**src/rtl/press_emulator.sv**
```systemverilog
// Turns single-cycle request pulses into active-low button presses (hold, then released gap),
// queueing overlapping requests. Optional bounce prefix enabled by defining PRESS_BOUNCE_EN.
module press_emulator #(
  parameter int unsigned HOLD_CYCLES   = 4,
  parameter int unsigned GAP_CYCLES    = 2,
  parameter int unsigned CNT_W         = 8,
  parameter int unsigned PEND_W        = 2,
  parameter int unsigned BOUNCE_CYCLES = 3
) (
  input  logic              clk,
  input  logic              rst,
  input  logic              p_in,
  output logic              lvl_out,
  output logic              busy,
  output logic [PEND_W-1:0] pending,
  output logic              ovf
);

  if (HOLD_CYCLES < 1 || HOLD_CYCLES >= (1 << CNT_W)) begin : g_bad_hold
    $error("press_emulator: HOLD_CYCLES out of range");
  end
  if (GAP_CYCLES < 1 || GAP_CYCLES >= (1 << CNT_W)) begin : g_bad_gap
    $error("press_emulator: GAP_CYCLES out of range");
  end
  if (BOUNCE_CYCLES >= (1 << CNT_W)) begin : g_bad_bounce
    $error("press_emulator: BOUNCE_CYCLES out of range");
  end

`ifdef PRESS_BOUNCE_EN
  typedef enum logic [1:0] {IDLE, HOLD, GAP, BOUNCE} state_t;
  localparam state_t START = BOUNCE;
  localparam logic [CNT_W-1:0] BOUNCE_LAST = CNT_W'(BOUNCE_CYCLES - 1);
`else
  typedef enum logic [1:0] {IDLE, HOLD, GAP} state_t;
  localparam state_t START = HOLD;
`endif

  localparam logic [CNT_W-1:0] HOLD_LAST = CNT_W'(HOLD_CYCLES - 1);
  localparam logic [CNT_W-1:0] GAP_LAST  = CNT_W'(GAP_CYCLES - 1);

  state_t            state, state_n;
  logic [CNT_W-1:0]  timer, timer_n;
  logic [PEND_W-1:0] pending_n;
  logic              ovf_n, lvl_n, busy_n;
  logic              deq, req_q;

  always_comb begin
    state_n   = state;
    timer_n   = timer + CNT_W'(1);
    deq       = 1'b0;
    req_q     = p_in && (state != IDLE);
    pending_n = pending;
    ovf_n     = 1'b0;

    case (state)
      IDLE: begin
        timer_n = '0;
        if (p_in) state_n = START;
      end
`ifdef PRESS_BOUNCE_EN
      BOUNCE: begin
        if (timer == BOUNCE_LAST) begin
          state_n = HOLD;
          timer_n = '0;
        end
      end
`endif
      HOLD: begin
        if (timer == HOLD_LAST) begin
          state_n = GAP;
          timer_n = '0;
        end
      end
      GAP: begin
        if (timer == GAP_LAST) begin
          timer_n = '0;
          // A request on this edge can itself be dequeued, so a same-edge request counts as pending.
          if (pending != '0 || p_in) begin
            state_n = START;
            deq     = 1'b1;
          end else begin
            state_n = IDLE;
          end
        end
      end
      default: begin
        state_n = IDLE;
        timer_n = '0;
      end
    endcase

    if (deq && !req_q) begin
      pending_n = pending - PEND_W'(1);
    end else if (!deq && req_q) begin
      if (&pending) ovf_n = 1'b1;
      else          pending_n = pending + PEND_W'(1);
    end

    // Outputs are registered from next-state values so p_in never reaches them combinationally.
    lvl_n = 1'b1;
    if (state_n == HOLD) lvl_n = 1'b0;
`ifdef PRESS_BOUNCE_EN
    if (state_n == BOUNCE) lvl_n = timer_n[0];
`endif
    busy_n = (state_n != IDLE);
  end

  always_ff @(posedge clk) begin
    if (!rst) begin
      state   <= IDLE;
      timer   <= '0;
      pending <= '0;
      ovf     <= 1'b0;
      lvl_out <= 1'b1;
      busy    <= 1'b0;
    end else begin
      state   <= state_n;
      timer   <= timer_n;
      pending <= pending_n;
      ovf     <= ovf_n;
      lvl_out <= lvl_n;
      busy    <= busy_n;
    end
  end

endmodule

```
**config.mk**
```make
export PLATFORM = sky130hd
export DESIGN_NAME = press_emulator
export DESIGN_NICKNAME = d
export VERILOG_FILES = /design/src/rtl/press_emulator.sv
export SDC_FILE = /design/constraint.sdc
export NUM_CORES = 1
export LEC_CHECK = 0
export BUFFER_PORTS_ARGS = -buffer_cell sky130_fd_sc_hd__buf_2
export CORE_MARGIN = 3
export CORE_UTILIZATION = 35
export CTS_CLUSTER_SIZE = 16
export DETAILED_ROUTE_END_ITERATION = 12
export GPL_ROUTABILITY_DRIVEN = 0
export GPL_TIMING_DRIVEN = 0
export MAX_ROUTING_LAYER = met4
export PLACE_DENSITY = 0.5
export SLEW_MARGIN = 20
export SYNTH_ARGS = -nofsm -noshare
export SYNTH_HDL_FRONTEND = slang
export SYNTH_SLANG_ARGS = --single-unit
export TNS_END_PERCENT = 100
```
**constraint.sdc**
```tcl
create_clock -name clk -period 3.55 [get_ports clk]
set_input_delay 0.8875 -clock clk [delete_from_list [all_inputs] [get_ports clk]]
set_output_delay 0.8875 -clock clk [all_outputs]
set_load 0.02 [all_outputs]
```
; Word-level counts from Yosys, hierarchy flattened
; Cells that the tools add are included.
; W data, S select, Z words.
[op_classes]
add_sub_neg = 3
eq_ne = 6
mux = 16
n_bitwise = 2
n_reduce_logical = 14
[ops]
columns = operator, n
row1 = $mux W8, 2
row2 = $pmux W8 S2, 1
row3 = $mux W2, 6
row4 = $add A8 B1 Y8 const B, 1
row5 = $eq A8 B1 Y1 const B, 1
row6 = $eq A8 B2 Y1 const B, 1
row7 = $reduce_bool A2 Y1, 4
row8 = $mux W1, 6
row9 = $pmux W2 S3, 1
row10 = $eq A2 B1 Y1 const B, 2
row11 = $reduce_and A2 Y1, 2
row12 = $logic_and A1 B1 Y1, 3
row13 = $reduce_or A3 Y1, 1
row14 = $add A2 B1 Y2 const B, 1
row15 = $eq A2 B2 Y1 const B, 1
row16 = $logic_not A1 Y1, 2
row17 = $logic_not A2 Y1, 1
row18 = $ne A2 B2 Y1 const B, 1
row19 = $not A1 Y1, 2
row20 = $sub A2 B1 Y2 const B, 1
row21 = $logic_or A1 B1 Y1, 1
[word_totals]
reg_bits = 15
in_bits = 3
output_inout_bits = 5
wordCells = 47

; Longest topological paths before layout
; Gate-level depths: netlist of the first run.
[depth]
ltp_word = 9
ltp_mapped = 9
ltp_nobuf = 9

; Worst setup path after synthesis of the first run
; OpenSTA, ideal clock, no wires.
[synth_timing]
kind = input to register
from = in p_in
to = reg pending[1]
setup_ps = 119
arrival_ps = 1758
required_ps = 3431
path_slack_ps = 1672
cell_stages = 7
n_path_buf = 0
cell_sequence = o31a_1 -> nand3_1 -> ha_1 -> inv_1 -> nand3_1 -> o21ai_0 -> a21oi_1
[synth_between]
elab_chain_cells = 8
word_cells_on_any_way = 13
cone_classes = 1 x eq/ne / 4 x mux / 8 x reduce/logical
[synth_rtl]
columns = element, line
row1 = start: declaration, 12  ; input logic p_in,
row2 = $logic_or A1 B1 Y1, 78  ; if (pending != '0 || p_in) begin
row3 = $mux W1, 78
row4 = $mux W1, 75  ; if (timer == GAP_LAST) begin
row5 = $mux W1, 55  ; case (state)
row6 = $logic_not A1 Y1, 94  ; end else if (!deq && req_q) begin
row7 = $logic_and A1 B1 Y1, 94
row8 = $reduce_bool A2 Y1 (no source line), -
row9 = $reduce_and A2 Y1 (no source line), -
row10 = end signal: assignment, 119  ; pending <= pending_n;
row11 = end: declaration, 15  ; output logic [PEND_W-1:0] pending,
; Several ways; a longest one is shown, not always the timed one.
; A chain may end at the register's enable or synchronous reset.

; Worst setup path in the final report of the first run
[layout_timing]
from = reg timer[0]
to = reg pending[1]
[layout_between]
elab_chain_cells = 7
word_cells_on_any_way = 10
cone_classes = 2 x eq/ne / 3 x mux / 5 x reduce/logical
[layout_rtl]
columns = element, line
row1 = start: declaration, 42  ; logic [CNT_W-1:0] timer, timer_n;
row2 = start signal: assignment, 118  ; timer <= timer_n;
row3 = $eq A8 B1 Y1 *, 75
row4 = $mux W1 *, 75
row5 = $mux W1 *, 55
row6 = $logic_not A1 Y1, 94
row7 = $logic_and A1 B1 Y1, 94
row8 = $reduce_bool A2 Y1 (no source line), -
row9 = $reduce_and A2 Y1 (no source line), -
; Every way passes the cells marked *; elsewhere a longest branch is shown, timed or not.

==> results.json, run 1 <==
{
  "crit_chain": "ha_1 > nor3b_1 > nand3_1 > ha_1 > inv_1 > nand3_1 > o21ai_0 > a21oi_1",
  "avgSynthCellArea_um2": 9.19,
  "status": "completed",
  "drtAntennaViolNets": 0,
  "grt_antenna_before_repair": 0,
  "drtIter0Drc": 6,
  "netlist_area_um2": 791,
  "cts_root_buf": "clkbuf_4",
  "synth_top_area_cell": "dfxtp_1",
  "cp.required_ns": 3.72,
  "synth_cell_types": 26,
  "ir_drop_mv": 0.159,
  "portBuffers": 7,
  "hold_depth": 1,
  "clk_pin_slew_worst_paths_ns": 0.08,
  "power.density_mw_per_mm2": 352,
  "cp_max_fo": 6,
  "worst_slew_pin_slew_ns": 0.462,
  "whs_endpoint": "timer[0]$_SDFF_PN0_",
  "post-place-cells": 120,
  "cts_inserted_buffers": 3,
  "period_needed_ns": 1.92,
  "worstReg2RegStart": "timer[0]$_SDFF_PN0_",
  "grt_pass1_wl_um": 2460,
  "grt_pass1_vias": 584,
  "dp_hpwl_um": 1050,
  "core_mm2": 0.00204,
  "fin_crit_sh": 0.541,
  "wl_per_cell_um": 10.9,
  "critical_path_class": "register to register",
  "grt.total_usage": 0.121,
  "syn_to_final_growth_pct": 12.0,
  "r2r-end": "pending[1]$_SDFFE_PN0P_",
  "clk_latency_ns": 0.28,
  "reg2reg_slack_ns": 1.63,
  "drtPass1Iterations": 2,
  "clk_path_buf_depth": 2,
  "post_cts_buffers": 0,
  "cts_resized": 0,
  "die-area_mm2": 0.00287,
  "finalHoldViolCount": 0,
  "overflow": 0,
  "diodes": 0,
  "p_leak_nw": 0.363,
  "die_x_um": 53.5,
  "start_kind": "register",
  "seq_area_frac_synth": 0.380,
  "fmax_ghz": 0.520,
  "die_h_um": 53.5,
  "fin_skew_ns": 0.00333,
  "io_pins": 8,
  "drive_above_1_share": 0.155,
  "hp-start": "timer[0]$_SDFF_PN0_",
  "critical_path_arrival_ns": 2.09,
  "synth_cells": 86,
  "crit_buf_inv": 1,
  "initial_core_util": 0.387,
  "numClockSinks": 15,
  "viasPerCell": 4.84,
  "wirelength_um": 1350,
  "crit_path_max_incr_delay_ns": 0.43,
  "stdcell_count": 124,
  "synth_edf_count": 0,
  "cp-end-kind": "register",
  "synth_area_leaders": "dfxtp_1 38%, ha_1 13%, xor2_1 5.5%",
  "rsz0062_at_grt": "no",
  "cp_top_family": "simple AND/OR/NAND/NOR gates",
  "ff2ff_path_depth": 8,
  "drcViolationCount": 0,
  "setup_violations": 0,
  "dpl-instance-area_um2": 860,
  "nFillCells": 224,
  "yosysWarnings": 0,
  "synth_top_flop_cell": "dfxtp_1",
  "hp-class": "register to register",
  "drv_slew": 0,
  "finalSetupTns_ns": 0,
  "syn_nets": 97,
  "async_flop_share": 0,
  "slew_headroom": 0.690,
  "num_rows": 16,
  "via_count": 600,
  "finalInstanceArea_um2": 886,
  "maxCapViolCount": 0,
  "final_nets": 109,
  "synthDominantCellAreaShare": 0.380,
  "cts_tree": "done",
  "slowest_stage": "dfxtp_1",
  "grt_max_degree": 9,
  "hold_buffers": 0,
  "power.total_uw": 312,
  "synth_seq_cells": 15,
  "htree_levels": 1
}
## worst register-to-register path, stage by stage (launching register included)
cell	delay, ns
dfxtp_1	0.43
ha_1	0.18
nor3b_1	0.39
nand3_1	0.17
ha_1	0.34
inv_1	0.09
nand3_1	0.07
o21ai_0	0.08
a21oi_1	0.08
## per-stage QoR
step | utilization | hold WS (ns) | setup WS [ns]
2_1_floorplan | - | 0.453 | 1.67
3_3_place_gp | 0.421 | 0.482 | 1.50
3_5_place_dp | 0.421 | 0.487 | 1.49
4_1_cts | 0.434 | 0.506 | 1.62
5_1_grt | 0.434 | 0.537 | 1.33
6_report | 0.434 | 0.506 | 1.63
## power breakdown
group          total (mW)  switching, mW  internal [mW]
clock              0.0949         0.0513         0.0435
sequential          0.179        0.00470          0.174
combinational      0.0386         0.0235         0.0151
total               0.312         0.0795          0.233
## cell type report
| cell class | count | area [um^2] | area share |
|---|---|---|---|
| Multi-Input combinational cell | 62 | 457 | 0.516 |
| Sequential cell | 15 | 300 | 0.339 |
| Timing Repair Buffer | 7 | 35.0 | 0.0395 |
| Inverter | 9 | 33.8 | 0.0381 |
| Tap cell | 27 | 33.8 | 0.0381 |
| Clock buffer | 4 | 26.3 | 0.0297 |
## per-layer routing
metal  vias to the layer above  global-route usage  share of wire
li1                        324                   -              -
met1                       264               0.150           0.51
met2                         8               0.178           0.44
met3                         4              0.0194          0.021
met4                         0              0.0894          0.027
met5                         -                   -              0
## worst max-delay path by stage
stage,start,endpoint,cells after the start
after CTS,timer[0]$_SDFF_PN0_,pending[1]$_SDFFE_PN0P_,8
final,timer[0]$_SDFF_PN0_,pending[1]$_SDFFE_PN0P_,8
after global placement,p_in,pending[1]$_SDFFE_PN0P_,8
after detailed placement,p_in,pending[1]$_SDFFE_PN0P_,8
after global routing,timer[0]$_SDFF_PN0_,pending[1]$_SDFFE_PN0P_,8
after floorplan,p_in,pending[1]$_SDFFE_PN0P_,7
## cells by family after synthesis
kind of cell | after synthesis | synth area share
xor gates and xnor gates | 6 | 0.0665
AOI/OAI and AO/OA | 18 | 0.166
DFF | 15 | 0.380
and+or+nand+nor | 30 | 0.218
buffers and inverters | 9 | 0.0427
adders and majority gates | 8 | 0.127
## cell usage in the layout (no fill, tap or decap), types with 3 or more instances in the layout
cell | synthesis | routed
nand3_1 | 8 | 8
ha_1 | 8 | 8
o21ai_0 | 3 | 3
nor2_1 | 11 | 11
dfxtp_1 | 15 | 15
buf_2 | 0 | 7
nand2b_1 | 3 | 3
xor2_1 | 5 | 5
inv_1 | 9 | 9
a21oi_1 | 4 | 4
clkbuf_4 | 0 | 3
## state kept, by name, indices dropped and copies added (netlist names)
register and flops:
lvl_out 1, timer 8, ovf 1, state 2, busy 1, pending 2
## cells in the mapped netlist (2+ instances only)
master    instances
a2111o_1          2
a21oi_1           4
a31oi_1           2
dfxtp_1          15
ha_1              8
inv_1             9
nand2b_1          3
nand3_1           8
nor2_1           11
nor3b_1           2
o21ai_0           3
xor2_1            5
Note: power is estimated with default switching activity, not from simulation.
==> inputs of run 2 (changes only) <==
Settings changed: PLACE_DENSITY 0.5 to 0.52.
Clock period 3.55 ns to 1.6 ns, I/O delays scaled along.
==> results.json, run 2 (synthesized netlist as in run 1, its figures left out) <==
{
  "p_seq_frac": 0.568,
  "comb_power_share": 0.141,
  "wl_met3_um": 29,
  "drtIter0Drc": 14,
  "cp_max_fo": 5,
  "ir_drop_mv": 0.376,
  "final_cell_mix": "11 x nor2_1, 11 x dfxtp_1, 7 x nand3_1, 7 x buf_2, 6 x inv_1",
  "fmax_ghz": 0.620,
  "die_h_um": 53.5,
  "p_leak_nw": 0.382,
  "cts_root_buf": "clkbuf_4",
  "num_rows": 16,
  "dr.max_layer_used": "met3",
  "clk_pin_slew_worst_paths_ns": 0.08,
  "hp-class": "primary input to register",
  "pwr-share-clk": 0.291,
  "grt_antenna_before_repair": 0,
  "wl_per_cell_um": 11.7,
  "overflow": 0,
  "power.total_uw": 694,
  "dp_hpwl_um": 1050,
  "crit_chain": "inv_2 > ha_4 > nor3b_4 > nand3_2 > ha_4 > inv_2 > o21ai_0 > a31oi_1",
  "fin_crit_sh": 1.01,
  "numClockSinks": 15,
  "cp.required_ns": 1.75,
  "period_needed_ns": 1.61,
  "status": "finished, violations left",
  "drv_slew": 0,
  "violations": "setup timing",
  "grt_pass1_vias": 571,
  "dpl-instance-area_um2": 866,
  "power.density_mw_per_mm2": 706,
  "drcViolationCount": 0,
  "finalHoldViolCount": 0,
  "timing.final.ws_setup_ns": -0.0121,
  "io_pins": 8,
  "fin_skew_ns": 0.00139,
  "die-area_mm2": 0.00287,
  "worst_slew_pin_slew_ns": 0.328,
  "cp_top_family": "simple AND/OR/NAND/NOR gates",
  "largest_reg_flops": 8,
  "die_x_um": 53.5,
  "grt_pass1_wl_um": 2450,
  "top_regs": "timer: 8 flops, pending: 2 flops, state: 2 flops",
  "critical_path_class": "register to register",
  "diodes": 0,
  "post-place-cells": 120,
  "syn_to_final_growth_pct": 24.4,
  "hold_buffers": 0,
  "critical_path_arrival_ns": 1.76,
  "cts_tree": "done",
  "crit_buf_inv": 2,
  "wirelength_um": 1500,
  "cp-end-kind": "register",
  "wl_met1_um": 676,
  "initial_core_util": 0.387,
  "finalInstanceArea_um2": 983,
  "maxCapViolCount": 0,
  "setup_violations": 2,
  "rsz0062_at_grt": "yes",
  "preCtsSetupSlack_ns": -0.213,
  "cts_inserted_buffers": 3,
  "drtAntennaViolNets": 0,
  "p_int_uw": 520,
  "slew_headroom": 0.779,
  "drtPass1Iterations": 4,
  "top_register": "timer",
  "htree_levels": 1,
  "clk_path_buf_depth": 2,
  "portBuffers": 7,
  "grt_max_degree": 9,
  "start_kind": "register",
  "via_count": 648,
  "slowest_stage": "dfxtp_4",
  "core_mm2": 0.00204,
  "stdcell_count": 128,
  "holdWs_ns": 0.430,
  "grt.total_usage": 0.124,
  "crit_path_max_incr_delay_ns": 0.37,
  "drive_above_1_share": 0.327,
  "met2_length_um": 793,
  "clk_latency_ns": 0.27,
  "switching_share": 0.251,
  "viasPerCell": 5.06,
  "final_nets": 113,
  "power_switching_uw": 174
}
-- run 2: timing repair --
action                     4_1_cts  5_1_grt
gates resized for setup         16        3
setup buffers                    2        2
pin swaps                        5        3
setup endpoints to repair       13       14
gates cloned                     0        0
-- run 2: final timing paths --
path,from,slack [ns],depth (start not counted),end
min reg2reg,timer[0]$_SDFF_PN0_,0.47,1,timer[0]$_SDFF_PN0_
max,timer[1]$_SDFF_PN0_,-0.01,8,pending[0]$_SDFFE_PN0P_
max reg2reg,timer[1]$_SDFF_PN0_,-0.01,8,pending[0]$_SDFFE_PN0P_
min,rst,0.43,3,pending[0]$_SDFFE_PN0P_
-- run 2: through the flow --
stage,util,TNS [ns]
2_1_floorplan,-,0
3_5_place_dp,0.424,-2.26
5_1_grt,0.482,-0.675
3_3_place_gp,0.424,-2.14
6_report,0.482,-0.0122
4_1_cts,0.471,0
-- run 2: layout make-up --
cell class,count,area [um^2]
fill,220,1060
tap,27,33.8
inverter,9,33.8
timing repair buffer,11,65.1
sequential,15,310
clock buffer,4,26.3
multi-input combinational,62,514
-- run 2: power groups by stage --
stage | combinational, mW | clock, mW | sequential, mW
4_1_cts | 0.0926 | 0.213 | 0.394
3_3_place_gp | 0.0869 | 0 | 0.404
6_report | 0.0977 | 0.202 | 0.394
5_1_grt | 0.107 | 0.233 | 0.396
3_5_place_dp | 0.0871 | 0 | 0.405
2_1_floorplan | 0.0516 | 0 | 0.414
-- run 2: metal layers --
layer,global-route usage,up-vias
met4,0.0638,0
met3,0.0332,0
met1,0.138,306
met5,-,-
li1,-,334
met2,0.204,8
-- run 2: tightest hold or removal path, delay by kind of cell --
family | cells | cell delay [ns]
compound gates | 2 | 0.12
buf+inv | 1 | 0.14
==> inputs of run 3 (changes only) <==
Settings changed: CORE_ASPECT_RATIO from default to 0.7, PLACE_DENSITY 0.52 to default, PLACE_DENSITY_LB_ADDON from default to 0.12.
==> results.json, run 3 (synthesized netlist as in run 1, its figures left out) <==
{
  "power_switching_uw": 190,
  "setup_violations": 1,
  "diodes": 0,
  "drtPass1Iterations": 4,
  "critical_path_class": "register to register",
  "cts_inserted_buffers": 3,
  "holdWs_ns": 0.442,
  "drtIter0Drc": 15,
  "cts_tree": "done",
  "cp.required_ns": 1.77,
  "grt_max_degree": 9,
  "num_rows": 13,
  "preCtsSetupSlack_ns": -0.197,
  "top_register": "timer",
  "crit_chain": "inv_2 > ha_4 > nor3b_4 > nand3_2 > ha_4 > inv_4 > o21ai_0 > a31oi_1",
  "slew_headroom": 0.780,
  "nFillCells": 195,
  "via_count": 628,
  "portBuffers": 7,
  "violations": "setup timing",
  "numClockSinks": 15,
  "rsz0062_at_grt": "yes",
  "overflow": 0,
  "final_nets": 115,
  "grt_antenna_before_repair": 0,
  "drtAntennaViolNets": 0,
  "dp_hpwl_um": 1010,
  "die_h_um": 45.8,
  "fin_skew_ns": 0.00177,
  "grt_pass1_wl_um": 2500,
  "hold_buffers": 0,
  "wirelength_um": 1550,
  "maxCapViolCount": 0,
  "fin_crit_sh": 1.01,
  "p_leak_nw": 0.395,
  "drv_slew": 0,
  "period_needed_ns": 1.61,
  "final_cell_mix": "10 x nor2_1, 8 x dfxtp_1, 7 x buf_2",
  "post-place-cells": 123,
  "grt.total_usage": 0.118,
  "cp-end-kind": "register",
  "crit_path_max_incr_delay_ns": 0.36,
  "finalHoldViolCount": 0,
  "switching_share": 0.265,
  "status": "finished, violations left",
  "syn_to_final_growth_pct": 32.6,
  "power.total_uw": 716,
  "fin_util": 0.524,
  "ir_drop_mv": 0.432,
  "die-area_mm2": 0.00287,
  "clk_latency_ns": 0.28,
  "final_common_cell": "nor2_1",
  "power.density_mw_per_mm2": 683,
  "worst_slew_pin_slew_ns": 0.328,
  "drive_above_1_share": 0.417,
  "cts_root_buf": "clkbuf_4",
  "start_kind": "register",
  "pwr-share-clk": 0.297,
  "grt_pass1_vias": 547,
  "crit_top_cell": "ha_4",
  "clk_pin_slew_worst_paths_ns": 0.08,
  "drcViolationCount": 0,
  "io_pins": 8,
  "hp-class": "primary input to register",
  "fmax_ghz": 0.621,
  "timing.final.ws_setup_ns": -0.0103,
  "clk_path_buf_depth": 2,
  "p_int_uw": 526,
  "htree_levels": 1,
  "p_seq_frac": 0.547,
  "critical_path_arrival_ns": 1.78,
  "viasPerCell": 4.72,
  "slowest_stage": "dfxtp_4",
  "core_mm2": 0.00200,
  "comb_power_share": 0.156,
  "largest_reg_flops": 8,
  "die_x_um": 62.8,
  "initial_core_util": 0.395,
  "cp_max_fo": 4,
  "top_regs": "timer: 8 flops, pending: 2 flops, state: 2 flops",
  "wl_per_cell_um": 11.7,
  "stdcell_count": 133
}
run 3: worst max-delay path, delay by kind of cell, from the launching register on:
kind	cells	cell delay (ns)
AO/OA/AOI/OAI	2	0.19
adder cells (fa/ha/maj)	2	0.42
buffers and inverters	2	0.10
flip-flops	1	0.36
AND/OR/NAND/NOR	2	0.42
run 3: worst paths after layout:
check | from | end | slack (ns) | depth (start not counted)
hold reg to reg | timer[0]$_SDFF_PN0_ | timer[0]$_SDFF_PN0_ | 0.48 | 1
hold / removal | rst | pending[0]$_SDFFE_PN0P_ | 0.44 | 3
setup / recovery | timer[1]$_SDFF_PN0_ | pending[0]$_SDFFE_PN0P_ | -0.01 | 8
setup reg to reg | timer[1]$_SDFF_PN0_ | pending[0]$_SDFFE_PN0P_ | -0.01 | 8
run 3: repair_timing:
action / 4_1_cts / 5_1_grt
gates resized for setup: 13 / 19
setup endpoints to repair: 13 / 15
setup buffers: 4 / 2
pin swaps: 5 / 6
run 3: final cells by class:
| cell class | instances | area, um^2 | share of cell area |
|---|---|---|---|
| timing repair buffer | 13 | 83.8 | 0.0800 |
| sequential | 15 | 319 | 0.304 |
| multi-input combinational | 62 | 546 | 0.520 |
| tap | 30 | 37.5 | 0.0358 |
| clock buffer | 4 | 26.3 | 0.0251 |
| inverter | 9 | 36.3 | 0.0346 |
run 3: routing by layer:
layer,track usage,up-vias,share of wire
li1,-,337,-
met1,0.149,280,0.51
met2,0.172,9,0.44
met3,0.0469,2,0.039
met4,0.0395,0,0.0084
met5,-,-,0
run 3: metrics by stage:
stage / area, um^2 / setup TNS, ns
2_1_floorplan: 797 / 0
3_3_place_gp: 870 / -1.89
3_5_place_dp: 870 / -1.97
4_1_cts: 955 / -0.0567
5_1_grt: 1050 / -0.368
6_report: 1050 / -0.0103
run 3: power by group through the flow:
| stage | logic [mW] | clock network, mW | registers, mW |
|---|---|---|---|
| floorplan | 0.0516 | 0 | 0.414 |
| global placement | 0.0865 | 0 | 0.404 |
| detailed placement | 0.0867 | 0 | 0.405 |
| CTS | 0.0960 | 0.224 | 0.394 |
| global route | 0.124 | 0.246 | 0.394 |
| finish | 0.112 | 0.213 | 0.391 |
